[src/rtl/loop_ctrl.sv]
// Bracket-loop controller: a return-address stack for backward branches (CBB)
// and a nesting counter for forward skips (CBF over a zero cell).
module loop_ctrl #(
  parameter int          PCWidth    = 16,
  parameter int          DataWidth  = 8,
  parameter int          StackDepth = 8,
  parameter int          NestWidth  = 8,
  parameter logic [8:0]  OpCbf      = 9'h05B,  // '['
  parameter logic [8:0]  OpCbb      = 9'h05D,  // ']'
  localparam int         AddrWidth  = $clog2(StackDepth),
  localparam int         CntWidth   = AddrWidth + 1
) (
  input  logic                 clk,
  input  logic                 reset,
  input  logic [8:0]           instruction,
  input  logic                 instr_valid,
  input  logic                 popBubble,
  input  logic [DataWidth-1:0] working,
  input  logic [PCWidth-1:0]   pc,
  output logic                 searching,
  output logic                 nop,
  output logic                 branch_taken,
  output logic [PCWidth-1:0]   branch_target,
  output logic [CntWidth-1:0]  stack_count,
  output logic [NestWidth-1:0] nest_depth,
  output logic                 fault,
  output logic [1:0]           fault_code
);

  typedef enum logic [1:0] {IDLE, SEARCH, FAULT} state_e;

  state_e                 state_q;
  logic                   searching_q, branch_taken_q, fault_q;
  logic [PCWidth-1:0]     branch_target_q;
  logic [CntWidth-1:0]    stack_count_q;
  logic [NestWidth-1:0]   nest_depth_q;
  logic [1:0]             fault_code_q;
  logic [PCWidth-1:0]     stack_q [StackDepth];

  logic                   accept, is_cbf, is_cbb, w_zero;
  logic                   st_full, st_empty, nest_max, push_en;
  logic [CntWidth-1:0]    top_cnt;
  logic [AddrWidth-1:0]   push_idx, top_idx;

  assign accept   = instr_valid & ~popBubble;
  assign is_cbf   = instruction == OpCbf;
  assign is_cbb   = instruction == OpCbb;
  assign w_zero   = working == '0;
  assign st_full  = stack_count_q == CntWidth'(StackDepth);
  assign st_empty = stack_count_q == '0;
  assign nest_max = &nest_depth_q;
  assign top_cnt  = stack_count_q - CntWidth'(1);
  assign top_idx  = top_cnt[AddrWidth-1:0];
  assign push_idx = stack_count_q[AddrWidth-1:0];
  assign push_en  = (state_q == IDLE) & accept & is_cbf & ~w_zero & ~st_full;

  // Stack contents survive reset; only the occupancy count is cleared.
  always_ff @(posedge clk) begin
    if (push_en) stack_q[push_idx] <= pc;
  end

  always_ff @(posedge clk) begin
    if (reset) begin
      state_q         <= IDLE;
      searching_q     <= 1'b0;
      branch_taken_q  <= 1'b0;
      branch_target_q <= '0;
      stack_count_q   <= '0;
      nest_depth_q    <= '0;
      fault_q         <= 1'b0;
      fault_code_q    <= 2'd0;
    end else begin
      branch_taken_q <= 1'b0;
      case (state_q)
        IDLE: if (accept) begin
          if (is_cbf) begin
            if (w_zero) begin
              state_q      <= SEARCH;
              searching_q  <= 1'b1;
              nest_depth_q <= '0;
            end else if (st_full) begin
              state_q      <= FAULT;
              fault_q      <= 1'b1;
              fault_code_q <= 2'd1;
            end else begin
              stack_count_q <= stack_count_q + CntWidth'(1);
            end
          end else if (is_cbb) begin
            if (st_empty) begin
              state_q      <= FAULT;
              fault_q      <= 1'b1;
              fault_code_q <= 2'd2;
            end else if (!w_zero) begin
              branch_taken_q  <= 1'b1;
              branch_target_q <= stack_q[top_idx] + PCWidth'(1);
            end else begin
              stack_count_q <= top_cnt;
            end
          end
        end
        // The cell value is irrelevant while skipping; only brackets count.
        SEARCH: if (accept) begin
          if (is_cbf) begin
            if (nest_max) begin
              state_q      <= FAULT;
              searching_q  <= 1'b0;
              fault_q      <= 1'b1;
              fault_code_q <= 2'd3;
            end else begin
              nest_depth_q <= nest_depth_q + NestWidth'(1);
            end
          end else if (is_cbb) begin
            if (nest_depth_q != '0) begin
              nest_depth_q <= nest_depth_q - NestWidth'(1);
            end else begin
              state_q     <= IDLE;
              searching_q <= 1'b0;
            end
          end
        end
        FAULT: ;
        default: state_q <= IDLE;
      endcase
    end
  end

  assign searching     = searching_q;
  assign nop           = popBubble | searching_q | fault_q;
  assign branch_taken  = branch_taken_q;
  assign branch_target = branch_target_q;
  assign stack_count   = stack_count_q;
  assign nest_depth    = nest_depth_q;
  assign fault         = fault_q;
  assign fault_code    = fault_code_q;

endmodule

[config.mk]
export PLATFORM = sky130hd
export DESIGN_NAME = loop_ctrl
export DESIGN_NICKNAME = d
export VERILOG_FILES = /design/src/rtl/loop_ctrl.sv
export SDC_FILE = /design/constraint.sdc
export NUM_CORES = 1
export LEC_CHECK = 0
export CAP_MARGIN = 20
export CELL_PAD_IN_SITES_DETAIL_PLACEMENT = 1
export CELL_PAD_IN_SITES_GLOBAL_PLACEMENT = 1
export CORE_UTILIZATION = 40
export DETAILED_ROUTE_END_ITERATION = 12
export PLACE_DENSITY_LB_ADDON = 0.1
export REMOVE_ABC_BUFFERS = 1
export SYNTH_ARGS = -nofsm -noshare
export SYNTH_HDL_FRONTEND = slang
export SYNTH_SLANG_ARGS = --single-unit
[constraint.sdc]
create_clock -name clk -period 3.4 [get_ports clk]
set_input_delay 0.51 -clock clk [delete_from_list [all_inputs] [get_ports clk]]
set_output_delay 0.51 -clock clk [all_outputs]
set_load 0.005 [all_outputs]
==> results of run 1 <==
==> power by group <==
part	internal [uW]	total (uW)	switching, uW
combinational	46.1	87.1	41.1
sequential	2140	2140	0.0768
clock	1180	2020	839
==> layout make-up <==
class | instances | area [um^2]
timing repair buffer | 108 | 1086
tap | 225 | 281.5
sequential | 163 | 4546
clock inverter | 14 | 187.7
fill | 1701 | 8389
multi-input combinational | 300 | 2512
clock buffer | 18 | 429.2
inverter | 12 | 45.04
==> cells in the mapped netlist (3+ instances only) <==
| cell type | instances |
|---|---|
| xnor2_1 | 12 |
| ha_1 | 9 |
| inv_1 | 11 |
| nand2_1 | 41 |
| dfxtp_1 | 35 |
| mux2i_1 | 12 |
| edfxtp_1 | 128 |
| nand3_1 | 16 |
| or3_1 | 6 |
| mux4_2 | 19 |
| nor4_1 | 4 |
| mux4_1 | 13 |
| a21oi_1 | 23 |
| and4_1 | 3 |
| nor3_1 | 9 |
| xor2_1 | 7 |
| nand2b_1 | 8 |
| and2_1 | 3 |
| a21o_1 | 3 |
| clkbuf_1 | 7 |
| a31oi_1 | 7 |
| a211oi_1 | 5 |
| o21ai_0 | 10 |
| nor2b_1 | 4 |
| buf_4 | 4 |
| nor2_1 | 36 |
| buf_2 | 5 |
| nand4_1 | 11 |
| and3_1 | 4 |
| or4_1 | 5 |
==> metrics by stage <==
step,hold slack [ns],TNS (ns),worst slack (ns)
floorplan,0.4225,-76.57,-0.9844
global placement,0.4474,-0.2963,-0.2688
detailed placement,0.4494,-0.8155,-0.4330
CTS,0.4599,0,0.01386
global route,0.4759,0,0.04340
finish,0.4559,0,0.1739
==> worst max-delay path by stage <==
stage | startpoint | endpoint
6_report | instruction[2] | nest_depth[7]
5_1_grt | instruction[2] | nest_depth[7]
4_1_cts | instruction[2] | nest_depth[7]
3_5_place_dp | instruction[2] | nest_depth[7]
3_3_place_gp | instruction[2] | nest_depth[7]
2_1_floorplan | stack_count[0] | branch_target[14]
==> registers in the layout (all words and copies together), names as in the netlist <==
name	cells
fault	1
stack_count	4
stack_q	128
nest_depth	8
branch_target	16
branch_taken	1
state_q	2
searching	1
fault_code	2
==> worst max-delay path, stage by stage <==
cell and delay, ns:
clkdlybuf4s50_1 0.43, nand2b_1 0.17, or4_4 0.54, ha_1 0.30, a21o_1 0.18, a21oi_1 0.18, o21ai_0 0.13, a2111o_1 0.44
a21o_1 0.18, a2111oi_2 0.36, o31a_1 0.18
==> per-layer routing <==
metal	up-vias	GRT usage	part of all wire
li1	2152	-	-
met1	2315	0.2605	0.46
met2	81	0.3477	0.50
met3	23	0.03095	0.026
met4	0	0.09198	0.020
met5	-	0	0
==> cells by family after synthesis <==
logic type,count (synthesis),share of synthesized area
adders and majority gates,10,0.01835
and+or+nand+nor,159,0.1116
xor gates and xnor gates,21,0.02908
muxes,44,0.1231
AOI/OAI and AO/OA,66,0.06265
buffers and inverters,33,0.02665
DFF,163,0.6286
==> results.yml, run 1 <==
final_layout:
  antennaDiodeCount: 0
  final_net_count: 649
  final_cells: 840
  layout_common_cells: "128 x edfxtp_1, 70 x clkdlybuf4s50_1, 41 x nand2_1, 36 x nor2_1, 34 x dfxtp_1"
  fin_util: 0.5200
  final_area_um2: 9087
  area_growth_pct: 25.70
  layout_commonest_cell: "edfxtp_1"
  drive_gt1_frac: 0.1691
synthesis:
  synthArstFlopShare: 0
  synth_top_area_cell: "edfxtp_1"
  seq_area_frac_synth: 0.6286
  synth_seq_cells: 163
  synth_area_per_cell_um2: 14.58
  ys_warn_count: 0
  yosys-top-cells-area: "edfxtp_1 53%, dfxtp_1 9.7%, mux4_2 5.9%"
  syn_area_um2: 7229
  synth_edf_count: 128
  ys.flop_type: "edfxtp_1"
  syn_inst: 496
  synth.top_cell.area_share: 0.5317
  synth_cell_types: 59
floorplanning:
  initial_core_util: 0.4137
  die_h_um: 136.4
  pin_count: 71
  num_rows: 48
  die_area_um2: 18620
  coreArea_um2: 17480
  die_w_um: 136.4
timing:
  rsz0062_at_grt: "no"
  min_period_over_period: 0.9489
  setup_viol: 0
  fmax_mhz: 310.0
  clock_skew_ns: 0.008383
  tightestPinTransition_ns: 0.7826
  max_slew_margin: 0.4766
  slew_violations: 0
  hold_violations: 0
  fin_crit_ns: 3.226
clock_network:
  cts_tree: "yes"
  clk_latency_ns: 0.44
  cts_sinks: 163
  cts_setup_buffers: 0
  cts_max_level: 4
  cts_resized: 0
  clk_path_buf_depth: 2
  cts_hold_buf: 0
  path_clk_slew_ns: 0.07
  numCtsBuffers: 17
  cts_root_buf: "clkbuf_16"
run_status:
  status: "finished, final reports clean"
worst_setup_path:
  r2r_slack_ns: 0.29
  r2r_end: "branch_target[14]"
  cp-start-kind: "input pin"
  cp.arrival_ns: 3.61
  critPathCaptureType: "flip-flop"
  reg2reg_from: "stack_count[0]"
  path_class: "input pin to flip-flop"
  crit_required_ns: 3.78
  path_max_fanout: 2
  reg2reg_depth: 12
route:
  drc_errors: 0
  drtPass1Iterations: 4
  ant_nets: 0
  wl_um: 17830
  vias_per_cell: 5.442
  num_vias: 4571
  avgRoutedWirePerCell_um: 21.23
  drt_iter0_markers: 191
min_path:
  min_to: "state_q[0]"
  hp-class: "flip-flop to flip-flop"
  hold_depth: 1
  hp-start: "state_q[1]"
global_route:
  grt_pass1_vias: 4783
  antenna_found_initial: 0
  grt_start_max_net_pins: 37
  grt_use_total: 0.2056
  overflow: 0
  grt_pass1_wl_um: 27180
pwr:
  p_total_uw: 4252
  powerDensity_nw_per_um2: 467.9
  p_leak_uw: 0.003071
  ir_worst_vdd_mv: 0.3815
job:
  drv_cap: 0
placed_design:
  portBuffers: 70
  dp_cells: 808
  dpl.hpwl_um: 12040
  placed_area_um2: 8461
  place_congestion: 0.7535
Power figures use the tool's default switching activity.
==> run 2, diff against run 1 <==
- SLEW_MARGIN: not set -> 20
==> results of run 2 <==
Same layout as run 1: the final DEF is identical, and so are final timing and power.
